File: config.mk
export PLATFORM = sky130hd
export DESIGN_NAME = prio_rsp_router
export DESIGN_NICKNAME = d
export VERILOG_FILES = /design/src/rtl/prio_rsp_router.sv
export SDC_FILE = /design/constraint.sdc
export NUM_CORES = 1
export LEC_CHECK = 0
export ABC_AREA = 1
export CORE_ASPECT_RATIO = 2
export CORE_MARGIN = 3
export CORE_UTILIZATION = 45
export CTS_CLUSTER_DIAMETER = 80
export DETAILED_ROUTE_END_ITERATION = 16
export DONT_BUFFER_PORTS = 1
export PLACE_DENSITY = 0.66
export SYNTH_ARGS = -nofsm -noshare
export SYNTH_HDL_FRONTEND = slang
export SYNTH_SLANG_ARGS = --single-unit
File: constraint.sdc
create_clock -name clk_i -period 5.6 [get_ports clk_i]
set_clock_uncertainty 0.2 [all_clocks]
set_input_delay 1.4 -clock clk_i [delete_from_list [all_inputs] [get_ports clk_i]]
set_output_delay 1.4 -clock clk_i [all_outputs]
set_load 0.02 [all_outputs]
File: src/rtl/prio_rsp_router.sv
// prio_rsp_router: in-order return-path router for a priority arbiter.
// Revision 1.0 - initial release.
`default_nettype none

module prio_rsp_router #(
  parameter  int NUM_REQ = 13,
  parameter  int DEPTH   = 4,
  localparam int IDX_W   = $clog2(NUM_REQ),
  localparam int CNT_W   = $clog2(DEPTH + 1)
) (
  input  logic               clk_i,
  input  logic               rst_ni,
  input  logic               flush_i,
  input  logic               gnt_i,
  input  logic [IDX_W-1:0]   gnt_idx_i,
  output logic               gnt_ready_o,
  input  logic               rsp_valid_i,
  output logic               rsp_ready_o,
  output logic [NUM_REQ-1:0] rsp_valid_o,
  input  logic [NUM_REQ-1:0] rsp_ready_i,
  output logic [CNT_W-1:0]   outstanding_o,
  output logic               empty_o
);

  localparam int PTR_W = (DEPTH > 1) ? $clog2(DEPTH) : 1;
  localparam logic [PTR_W-1:0] LAST_PTR = PTR_W'(DEPTH - 1);
  localparam logic [CNT_W-1:0] FULL_CNT = CNT_W'(DEPTH);

  logic [IDX_W-1:0] mem [DEPTH];
  logic [PTR_W-1:0] wr_ptr;
  logic [PTR_W-1:0] rd_ptr;
  logic [CNT_W-1:0] count;

  logic             empty;
  logic             push;
  logic             pop;
  logic [IDX_W-1:0] head;
  logic             head_legal;

  // Pointers wrap explicitly so a non-power-of-2 DEPTH never walks off the array.
  function automatic logic [PTR_W-1:0] ptr_inc(input logic [PTR_W-1:0] p);
    return (p == LAST_PTR) ? '0 : p + 1'b1;
  endfunction

  assign empty       = (count == '0);
  assign gnt_ready_o = (count != FULL_CNT);
  assign push        = gnt_i & gnt_ready_o;
  assign pop         = rsp_valid_i & rsp_ready_o;

  assign head        = mem[rd_ptr];
  assign head_legal  = (int'(head) < NUM_REQ);

  assign outstanding_o = count;
  assign empty_o       = empty;

  // An illegal head index is drained (ready=1, no valid) so the response path cannot deadlock.
  always_comb begin
    rsp_valid_o = '0;
    rsp_ready_o = 1'b0;
    if (!empty) begin
      if (head_legal) begin
        rsp_valid_o[head] = rsp_valid_i;
        rsp_ready_o       = rsp_ready_i[head];
      end else begin
        rsp_ready_o = 1'b1;
      end
    end
  end

  always_ff @(posedge clk_i or negedge rst_ni) begin
    if (!rst_ni) begin
      wr_ptr <= '0;
      rd_ptr <= '0;
      count  <= '0;
    end else if (flush_i) begin
      wr_ptr <= '0;
      rd_ptr <= '0;
      count  <= '0;
    end else begin
      if (push) wr_ptr <= ptr_inc(wr_ptr);
      if (pop)  rd_ptr <= ptr_inc(rd_ptr);
      count <= count + CNT_W'(push) - CNT_W'(pop);
    end
  end

  // Payload storage needs no reset: entries are only read while count says they are valid.
  always_ff @(posedge clk_i) begin
    if (push && !flush_i) mem[wr_ptr] <= gnt_idx_i;
  end

`ifndef SYNTHESIS
  a_no_gnt_when_full : assert property (@(posedge clk_i) disable iff (!rst_ni)
    !(gnt_i && !gnt_ready_o));
  a_legal_push_idx : assert property (@(posedge clk_i) disable iff (!rst_ni)
    push |-> (int'(gnt_idx_i) < NUM_REQ));
  a_onehot_valid : assert property (@(posedge clk_i) disable iff (!rst_ni)
    $onehot0(rsp_valid_o));
`endif

endmodule

`default_nettype wire

==> summary.txt, run 1 <==
Die
  • I/O pin count: 41
  • Die area: ~0.0038 sq mm
  • Die X-Extent: 45.3 microns
  • Std cell rows: 28
  • Die H: approximately 85 microns
  • Initial Util: 0.468
  • Core area: 0.00298 sq mm

Clock network
  • Clock sink count: 23
  • Post-CTS setup buffers: 0
  • Clk_lat worst skew: 0.26 ns
  • Clk pin slew, worst setup/hold paths: approximately 0.07 ns
  • CTS H-tree depth: 1
  • Hold buffer count at cts: 0
  • Clock buffer depth: 2
  • Root buf cell: clkbuf_8
  • CTS Buf Count: 3
  • Number of gates resized after cts: 0
  • CTS tree: built

Final layout
  • Post-Layout Cell Count: 203
  • Final #Nets: 204
  • Layout fillers: 292
  • Ant diodes: 0
  • Share of layout cells above drive strength 1: 0.0925
  • Multi-input gate area: 639 sq um
  • Layout area overhead: 5.21%
  • Share of the core filled with cells: 0.492
  • Seq. cell area: between 600 and 700 sq um

Flow run
  • Max Cap Viol: 0

Global routing
  • Global-route wire length before repair: between 4000 and 5000 microns
  • Initial antenna violation count: 0
  • Vias in the first global route: 1103
  • Largest net degree at the start of global routing: 14
  • Gr ovfl total: 0
  • All-Layer GR Usage: 0.150

Route
  • Vias: between 1k and 1.5k
  • Final wirelength: 2550 microns
  • DRC errors left: 0
  • Post-DRT Antenna Nets: 0
  • Pre-Repair DR Iteration Count: 3
  • Mean routed wirelength per cell: 12.6 microns
  • Initial DRC count: 8
  • Via density: between 5 and 6

Synth
  • Main area contributors after synthesis: edfxtp_1 35%, nand2_1 13%, dfrtp_1 13%
  • Mux share of post-synthesis cell area: 0
  • Synth top area share: 0.345
  • Yosys cell types: 22
  • Leading area contributor after synthesis: edfxtp_1
  • Cell count after synthesis: 170
  • Post-synthesis xor/xnor area fraction: 0
  • Main combinational cell family by area after synthesis: simple AND/OR/NAND/NOR gates
  • Area share of and/or/nand/nor cells after synthesis: 0.350
  • Synth warn: 0
  • Seq/Total Area, Yosys: 0.471
  • Synth Area per Inst: 8.19 sq um
  • Synthesized area: 0.00139 sq mm
  • Yosys reg bits: 23
  • Mapped Nets: 200
  • Post-Synth Adder-Cell Area: 0.0773
  • Synth Area in Compound Gates: 0.0314

Timing
  • RSZ-0062 raised after global routing: false
  • Slew margin rel.: 0.573
  • Final Cycle Share: 0.703
  • Worst-Margin Slew: between 0.6 and 0.7 ns
  • Final setup viols: 0
  • Fin. max-slew vios: 0
  • Final Hold Fails: 0
  • Setup TNS: 0 ns
  • Final min period: 3.94 ns
  • Max frequency: between 200 and 300 MHz
  • Worst hold slack: 0.451 ns

Placement
  • Routability congestion estimate: approximately 0.76
  • Detail Placement HPWL: 2190 microns
  • PortBufs: 0
  • Placed Cells: 199

Setup path
  • Worst setup startpoint: rsp_valid_i
  • Levels on crit path: 4
  • R2R depth: 16
  • Max incr delay on CP: 0.53 ns
  • CP max FO: 7
  • Crit path cell chain: o21ai_0 > inv_1 > nand3_1 > nor3_1
  • CP Data Required Time: 4.00 ns
  • Crit path kind: input port to output port
  • Crit path max-delay cell type: nor3_1
  • Worst setup path end: rsp_valid_o[12]
  • Crit end category: output port
  • FF-to-FF Start: rd_ptr[0]$_DFFE_PN0P_
  • WP data arrival: ~2.3 ns
  • Reg2reg setup slack: about 2.4 ns
  • Top delay family on crit path: simple AND/OR/NAND/NOR gates
  • FF-to-FF End: outstanding_o[2]$_DFF_PN0_
  • Nature of the critical path startpoint: input port
  • WP buf/inv: 1

Power and ir drop
  • Design Power: 0.000619 W
  • Leak: 0.691 nW
  • Maximum vdd drop: 0.230 mV
  • Power Density: 422 mW/mm^2

Hold path
  • Hold Path Class: flip-flop to flip-flop

Status
  • Outcome: completed
[area by class of cell]
cell class	instances	area share
Inverter	23	0.0589
Sequential cell	23	0.447
Tap cell	30	0.0256
Multi-Input combinational cell	123	0.436
Clock inverter	1	0.00342
Clock buffer	3	0.0282
[report_power, final]
group	internal, W	switching, W	total [W]	leakage, nW
sequential	0.000206	0.0000383	0.000244	0.239
clock	0.0000495	0.0000490	0.0000985	0.0255
combinational	0.0000846	0.000191	0.000276	0.427
total	0.000340	0.000279	0.000619	0.691
[how the worst min path moves through the flow]
stage | startpoint | end | slack, ns | depth (start not counted)
detailed placement | wr_ptr[0]$_DFFE_PN0P_ | wr_ptr[0]$_DFFE_PN0P_ | 0.44 | 2
global route | rd_ptr[1]$_DFFE_PN0P_ | rd_ptr[1]$_DFFE_PN0P_ | 0.50 | 2
finish | wr_ptr[1]$_DFFE_PN0P_ | wr_ptr[1]$_DFFE_PN0P_ | 0.45 | 2
floorplan | wr_ptr[1]$_DFFE_PN0P_ | wr_ptr[1]$_DFFE_PN0P_ | 0.38 | 2
CTS | wr_ptr[1]$_DFFE_PN0P_ | wr_ptr[1]$_DFFE_PN0P_ | 0.46 | 2
global placement | wr_ptr[0]$_DFFE_PN0P_ | wr_ptr[0]$_DFFE_PN0P_ | 0.41 | 2
[cells in the mapped netlist]
master and number:
nand2_1 50, nor2_1 24, inv_1 22, nand3_1 20, edfxtp_1 16, dfrtp_1 7
ha_1 7, nand2_2 4, a21oi_1 2, nand2_4 2, nand4_1 2, nor3_1 2
o21ai_0 2, o21ai_2 2, and3_1 1, buf_6 1, fa_1 1, inv_2 1
nand3_2 1, nand3_4 1, o22ai_1 1, or2_2 1
[cells by family (layout without fill, tap and decap cells)]
logic type / Yosys count / count (layout)
AO/OA/AOI/OAI: 7 / 7
adder cells (fa/ha/maj): 8 / 8
buffers and inverters: 24 / 27
flip-flops: 23 / 23
AND/OR/NAND/NOR: 108 / 108
[stage by stage]
stage / area (sq um) / setup slack, ns
after floorplan: 1390 / 1.77
after global placement: 1420 / 1.68
after detailed placement: 1420 / 1.66
after CTS: 1470 / 1.66
after global routing: 1470 / 1.49
final: 1470 / 1.66
[worst reg2reg max path, stage by stage (launching register included)]
cell and delay [ns]:
dfrtp_1 0.58, inv_2 0.15, nand2_1 0.10, nand3_2 0.15
nand2_4 0.17, nand2_1 0.08, o21ai_2 0.13, nand2_2 0.08
o21ai_2 0.18, inv_1 0.07, ha_1 0.28, inv_1 0.05
ha_1 0.13, inv_1 0.05, fa_1 0.37, and3_1 0.18
nor3_1 0.14
[sequential cells by signal, summed over array words and instances, names as in the netlist]
signal         count
mem               16
wr_ptr             2
outstanding_o      3
rd_ptr             2
[layout by cell type, fill, tap and decap left out, drive strengths merged, types with 2 or more instances in the layout]
master  netlist  layout
nand2        56      56
nor2         24      24
inv          23      23
nand3        22      22
edfxtp       16      16
ha            7       7
dfrtp         7       7
o21ai         4       4
clkbuf        0       3
a21oi         2       2
nor3          2       2
nand4         2       2
[routing by layer]
| metal | part of all wire | wire, microns | track usage | vias up |
|---|---|---|---|---|
| li1 | - | - | - | 551 |
| met4 | 0.012 | 31 | 0.0480 | 0 |
| met5 | 0 | 0 | 0 | - |
| met1 | 0.32 | 823 | 0.139 | 487 |
| met2 | 0.58 | 1480 | 0.297 | 39 |
| met3 | 0.083 | 211 | 0.0258 | 4 |
Power figures use the tool's default switching activity.
==> inputs of run 2 (changes only) <==
--- a/config.mk
+++ b/config.mk
@@ -12,7 +12,7 @@
 export CTS_CLUSTER_DIAMETER = 80
 export DETAILED_ROUTE_END_ITERATION = 16
 export DONT_BUFFER_PORTS = 1
-export PLACE_DENSITY = 0.66
+export PLACE_DENSITY = 0.68
 export SYNTH_ARGS = -nofsm -noshare
 export SYNTH_HDL_FRONTEND = slang
 export SYNTH_SLANG_ARGS = --single-unit
==> constraint.sdc (replaced) <==
create_clock -name clk_i -period 3.5 [get_ports clk_i]
set_clock_uncertainty 0.2 [all_clocks]
set_input_delay 0.875 -clock clk_i [delete_from_list [all_inputs] [get_ports clk_i]]
set_output_delay 0.875 -clock clk_i [all_outputs]
set_load 0.02 [all_outputs]
==> summary.txt, run 2 (synthesized netlist as in run 1, its figures left out) <==
Status
  • Outcome: completed (unchanged)

Placement
  • Post-place setup slack: 0.347 ns (was 1.66 ns)
  • Detail Placement HPWL: 2220 microns (was 2190 microns)
  • Placed Cells: 200 (was 199)
  • Routability congestion estimate: 0.789 (was 0.755)
  • PortBufs: 0 (unchanged)

Final layout
  • Share of the core filled with cells: 0.495 (was 0.492)
  • Layout area overhead: 5.75% (was 5.21%)
  • Share of layout cells above drive strength 1: 0.0977 (was 0.0925)
  • Commonest non-fill, non-tap cells in the layout: 50 x nand2_1, 24 x nor2_1, 22 x inv_1, 20 x nand3_1, 16 x edfxtp_1 (unchanged)
  • Biggest register: mem (unchanged)
  • Ant diodes: 0 (unchanged)
  • Post-Layout Cell Count: 204 (was 203)
  • Commonest non-fill, non-tap cell in the layout: nand2_1 (unchanged)
  • Final #Nets: 205 (was 204)
  • Largest register FFs: 16 (unchanged)

Setup path
  • WP data arrival: 2.17 ns (was 2.34 ns)
  • Nature of the critical path startpoint: flip-flop (was input port)
  • CP Data Required Time: 2.42 ns (was 4.00 ns)
  • Max incr delay on CP: 0.57 ns (was 0.53 ns)
  • Top delay family on crit path: simple AND/OR/NAND/NOR gates (unchanged)
  • Crit path max-delay cell type: dfrtp_1 (was nor3_1)
  • Crit end category: output port (unchanged)
  • CP max FO: 12 (was 7)
  • Crit path kind: flip-flop to output port (was input port to output port)
  • WP buf/inv: 2 (was 1)
  • Cell mode on critical path: nand2_1
  • Crit path cell chain: inv_2 > nand2_1 > nand3_2 > nand2_4 > nand2_1 > nand2_1 > nand2_1 > nand2_1 > nand2_1 > nand2_2 > inv_1 > a21oi_1 (was o21ai_0 > inv_1 > nand3_1 > nor3_1)

Global routing
  • Global-route wire length before repair: 4370 microns (was 4400 microns)
  • Largest net degree at the start of global routing: 14 (unchanged)
  • Gr ovfl total: 0 (unchanged)
  • Initial antenna violation count: 0 (unchanged)
  • All-Layer GR Usage: 0.150 (about the same)
  • Vias in the first global route: 1090 (was 1103)

Route
  • Pre-Repair DR Iteration Count: 4 (was 3)
  • DRC errors left: 0 (unchanged)
  • Vias: 1079 (was 1081)
  • Final wirelength: 2620 microns (was 2550 microns)
  • Mean routed wirelength per cell: 12.8 microns (was 12.6 microns)
  • Post-DRT Antenna Nets: 0 (unchanged)
  • Initial DRC count: 19 (was 8)
  • Via density: 5.29 (was 5.33)

Hold path
  • Hold Path Class: input port to asynchronous set/reset pin (was flip-flop to flip-flop)

Timing
  • Final Hold Fails: 0 (unchanged)
  • Final setup margin: 0.256 ns (was 1.66 ns)
  • Final Cycle Share: 0.927
  • Fin. max-slew vios: 0 (unchanged)
  • Worst-Margin Slew: 0.445 ns (was 0.636 ns)
  • Slew margin rel.: 0.704 (was 0.573)
  • Final min period: 3.24 ns
  • Max frequency: 308 MHz
  • RSZ-0062 raised after global routing: false (unchanged)
  • Setup TNS: 0 ns (unchanged)
  • Final setup viols: 0 (unchanged)

Clock network
  • Hold buffer count at cts: 0 (unchanged)
  • Root buf cell: clkbuf_8 (unchanged)
  • CTS Buf Count: 3 (unchanged)
  • Clock sink count: 23 (unchanged)
  • Clk_lat worst skew: 0.26 ns (about the same)
  • Post-CTS setup buffers: 0 (unchanged)
  • CTS tree: built (unchanged)
  • CTS H-tree depth: 1 (unchanged)
  • Clk pin slew, worst setup/hold paths: 0.07 ns (about the same)
  • Number of gates resized after cts: 0 (unchanged)
  • Clock buffer depth: 2 (unchanged)

Die
  • Die X-Extent: 45.3 microns (unchanged)
  • Std cell rows: 28 (unchanged)
  • Die H: 84.7 microns (unchanged)
  • Die area: 0.00384 sq mm (unchanged)
  • I/O pin count: 41 (unchanged)
  • Core area: 0.00298 sq mm (unchanged)
  • Initial Util: 0.468 (unchanged)

Power and ir drop
  • Maximum vdd drop: 0.425 mV (was 0.230 mV)
  • Power Density: 676 mW/mm^2 (was 422 mW/mm^2)
  • Leak: 0.696 nW (was 0.691 nW)

Flow run
  • Max Cap Viol: 0 (unchanged)
-- run 2: cell types whose count changed in the layout (fill, tap and decap cells not counted), sizes merged --
cell	before	now
buf	0	1
-- run 2: worst paths after layout --
| path | end | depth (start not counted) | from | slack (ns) |
|---|---|---|---|---|
| min | outstanding_o[0]$_DFF_PN0_ | 0 | rst_ni | 0.11 |
| max reg2reg | outstanding_o[2]$_DFF_PN0_ | 16 | rd_ptr[0]$_DFFE_PN0P_ | 0.37 |
| max | rsp_ready_o | 12 | rd_ptr[0]$_DFFE_PN0P_ | 0.26 |
| min in group clk_i | wr_ptr[1]$_DFFE_PN0P_ | 2 | wr_ptr[1]$_DFFE_PN0P_ | 0.46 |
| min reg2reg | wr_ptr[1]$_DFFE_PN0P_ | 2 | wr_ptr[1]$_DFFE_PN0P_ | 0.46 |
| max in group asynchronous | rd_ptr[0]$_DFFE_PN0P_ | 0 | rst_ni | 2.93 |
-- run 2: metal layers --
layer / track usage / vias to the layer above / routed length (microns)
met2: 0.283 / 36 / 1470
met3: 0.0215 / 2 / 171
met4: 0.0640 / 0 / 29
li1: - / 554 / -
met5: 0 / - / 0
met1: 0.148 / 487 / 949
-- run 2: cell type report --
class / count / area (sq um)
sequential: 23 / 656
clock inverter: 1 / 5.00
timing repair buffer: 1 / 7.51
fill: 281 / 1510
tap: 30 / 37.5
inverter: 23 / 86.3
clock buffer: 3 / 41.3
multi-input combinational: 123 / 639
-- run 2: per-stage QoR --
stage                     total power [W]  hold slack, ns  cell area, sq um
after global placement           0.000832           0.380              1430
after floorplan                  0.000770           0.379              1390
after detailed placement         0.000851           0.380              1430
after CTS                         0.00101          0.0990              1470
final                            0.000995           0.106              1470
after global routing              0.00109          0.0898              1470
-- run 2: power by group --
part / leakage, nW / total, W / switching [W] / internal (W)
registers: 0.239 / 0.000391 / 0.0000608 / 0.000330
clock network: 0.0255 / 0.000155 / 0.0000760 / 0.0000792
logic: 0.432 / 0.000450 / 0.000312 / 0.000138
total: 0.696 / 0.000995 / 0.000449 / 0.000547
==> inputs of run 3 (changes only) <==
--- a/config.mk
+++ b/config.mk
@@ -7,7 +7,6 @@
 export LEC_CHECK = 0
 export ABC_AREA = 1
 export CORE_ASPECT_RATIO = 2
-export CORE_MARGIN = 3
 export CORE_UTILIZATION = 45
 export CTS_CLUSTER_DIAMETER = 80
 export DETAILED_ROUTE_END_ITERATION = 16
==> summary.txt, run 3 (synthesized netlist as in run 1, its figures left out) <==
Route
  • Initial DRC count: 16 (was 19)
  • Post-DRT Antenna Nets: 0 (unchanged)
  • Vias: 1117 (was 1079)
  • Via density: 5.50 (was 5.29)
  • Final wirelength: 2720 microns (was 2620 microns)
  • DRC errors left: 0 (unchanged)
  • Pre-Repair DR Iteration Count: 4 (unchanged)
  • Mean routed wirelength per cell: 13.4 microns (was 12.8 microns)

Power and ir drop
  • Design Power: 0.00101 W (was 0.000995 W)
  • Power Density: 685 mW/mm^2 (was 676 mW/mm^2)
  • Leak: 0.688 nW (was 0.696 nW)
  • Maximum vdd drop: 0.421 mV (was 0.425 mV)

Die
  • Die H: 80.7 microns (was 84.7 microns)
  • I/O pin count: 41 (unchanged)
  • Initial Util: 0.473 (was 0.468)
  • Core area: 0.00294 sq mm (was 0.00298 sq mm)
  • Std cell rows: 28 (unchanged)
  • Die area: 0.00333 sq mm (was 0.00384 sq mm)
  • Die X-Extent: 41.3 microns (was 45.3 microns)

Final layout
  • Ant diodes: 0 (unchanged)
  • Multi-input gate area: 643 sq um (was 639 sq um)
  • Commonest non-fill, non-tap cell in the layout: nand2_1 (unchanged)
  • Final #Nets: 204 (was 205)
  • Share of layout cells above drive strength 1: 0.0925 (was 0.0977)
  • Seq. cell area: 656 sq um (unchanged)
  • Layout area overhead: 5.39% (was 5.75%)
  • Layout fillers: 298 (was 281)
  • Largest register FFs: 16 (unchanged)
  • Biggest register: mem (unchanged)
  • Commonest non-fill, non-tap cells in the layout: 50 x nand2_1, 24 x nor2_1, 22 x inv_1, 20 x nand3_1, 16 x edfxtp_1 (unchanged)

Timing
  • RSZ-0062 raised after global routing: false (unchanged)
  • Final setup margin: 0.318 ns (was 0.256 ns)
  • Final setup viols: 0 (unchanged)
  • Final Hold Fails: 0 (unchanged)
  • Slew margin rel.: 0.571 (was 0.704)
  • Fin. max-slew vios: 0 (unchanged)
  • Worst-Margin Slew: 0.639 ns (was 0.445 ns)
  • Max frequency: 314 MHz (was 308 MHz)
  • Final min period: 3.18 ns (was 3.24 ns)
  • Setup TNS: 0 ns (unchanged)
  • Final Cycle Share: 0.909 (was 0.927)

Clock network
  • CTS tree: built (unchanged)
  • CTS H-tree depth: 1 (unchanged)
  • Clock sink count: 23 (unchanged)
  • CTS Buf Count: 3 (unchanged)
  • Clock buffer depth: 2 (unchanged)
  • Clk_lat worst skew: 0.26 ns (about the same)
  • Clk pin slew, worst setup/hold paths: 0.07 ns (about the same)
  • Post-CTS setup buffers: 0 (unchanged)
  • Root buf cell: clkbuf_8 (unchanged)

Flow run
  • Max Cap Viol: 0 (unchanged)

Setup path
  • Crit end category: flip-flop (was output port)
  • Reg2reg setup slack: 0.32 ns (was 0.37 ns)
  • FF-to-FF Start: rd_ptr[0]$_DFFE_PN0P_ (unchanged)
  • Crit path max-delay cell type: dfrtp_1 (unchanged)
  • WP data arrival: 3.15 ns (was 2.17 ns)
  • Top delay family on crit path: simple AND/OR/NAND/NOR gates (unchanged)
  • Cell mode on critical path: inv_1 (was nand2_1)
  • WP buf/inv: 4 (was 2)
  • R2R depth: 16 (unchanged)
  • Max incr delay on CP: 0.57 ns (about the same)
  • Worst setup path end: outstanding_o[2]$_DFF_PN0_ (was rsp_ready_o)
  • Nature of the critical path startpoint: flip-flop (unchanged)
  • Levels on crit path: 16 (was 12)
  • CP Data Required Time: 3.47 ns (was 2.42 ns)
  • Worst setup startpoint: rd_ptr[0]$_DFFE_PN0P_ (unchanged)
  • Crit path kind: flip-flop to flip-flop (was flip-flop to output port)
  • Crit path cell chain: inv_2 > nand2_1 > nand3_2 > nand2_4 > nand2_1 > o21ai_2 > nand2_2 > o21ai_2 > inv_1 > ha_1 > inv_1 > ha_1 > inv_1 > fa_1 > and3_1 > nor3_1 (was inv_2 > nand2_1 > nand3_2 > nand2_4 > nand2_1 > nand2_1 > nand2_1 > nand2_1 > nand2_1 > nand2_2 > inv_1 > a21oi_1)
  • FF-to-FF End: outstanding_o[2]$_DFF_PN0_ (unchanged)
  • CP max FO: 12 (unchanged)

Global routing
  • Gr ovfl total: 0 (unchanged)
  • Largest net degree at the start of global routing: 13 (was 14)
  • GRT met2 Usage: 0.355 (was 0.283)
  • All-Layer GR Usage: 0.181 (was 0.150)
  • Initial antenna violation count: 0 (unchanged)
  • Busiest grt layer: met2 (unchanged)
  • Vias in the first global route: 1089 (was 1090)
  • Global-route wire length before repair: 4060 microns (was 4370 microns)
  • Routing usage on met1: 0.152 (was 0.148)
  • Grt met3 use: 0.0276 (was 0.0215)

Status
  • Outcome: completed (unchanged)

Placement
  • Post-place setup slack: 0.358 ns (was 0.347 ns)
  • Routability congestion estimate: 0.732 (was 0.789)
  • PortBufs: 0 (unchanged)
  • Detail Placement HPWL: 2230 microns (was 2220 microns)

Hold path
  • Hold Path Class: input port to asynchronous set/reset pin (unchanged)
[run 3: routing by layer]
metal	vias up	part of all wire
li1	552	-
met1	517	0.35
met2	43	0.58
met3	5	0.050
met4	0	0.019
met5	-	0
[run 3: power breakdown]
part | internal [W] | switching (W)
clock network | 0.0000810 | 0.0000768
registers | 0.000330 | 0.0000623
logic | 0.000139 | 0.000317
total | 0.000549 | 0.000456
[run 3: worst min path at each step]
stage / start / end / slack (ns)
final: rst_ni / rd_ptr[1]$_DFFE_PN0P_ / 0.10
after floorplan: rst_ni / outstanding_o[0]$_DFF_PN0_ / 0.38
after global placement: rst_ni / outstanding_o[1]$_DFF_PN0_ / 0.38
after detailed placement: rst_ni / outstanding_o[1]$_DFF_PN0_ / 0.38
after global routing: rst_ni / outstanding_o[2]$_DFF_PN0_ / 0.09
after CTS: rst_ni / outstanding_o[2]$_DFF_PN0_ / 0.10
[run 3: area by class of cell]
cell class	count	share of cell area
clock buffers	4	0.0307
inverters	23	0.0588
flip-flops and latches	23	0.447
multi-input cells	123	0.438
well taps	30	0.0256
[run 3: repair_timing]
action,in CTS,in global routing
gates resized for setup,0,1
hold buffers,0,0
endpoints found under the setup margin,0,1
[run 3: stage by stage]
stage          area, sq um  cells  hold WS, ns  utilization
5_1_grt               1470    203       0.0878        0.499
2_1_floorplan         1390    170        0.379            -
6_report              1470    203        0.103        0.499
4_1_cts               1460    203        0.100        0.497
3_5_place_dp          1420    199        0.380        0.482
3_3_place_gp          1420    199        0.380        0.482
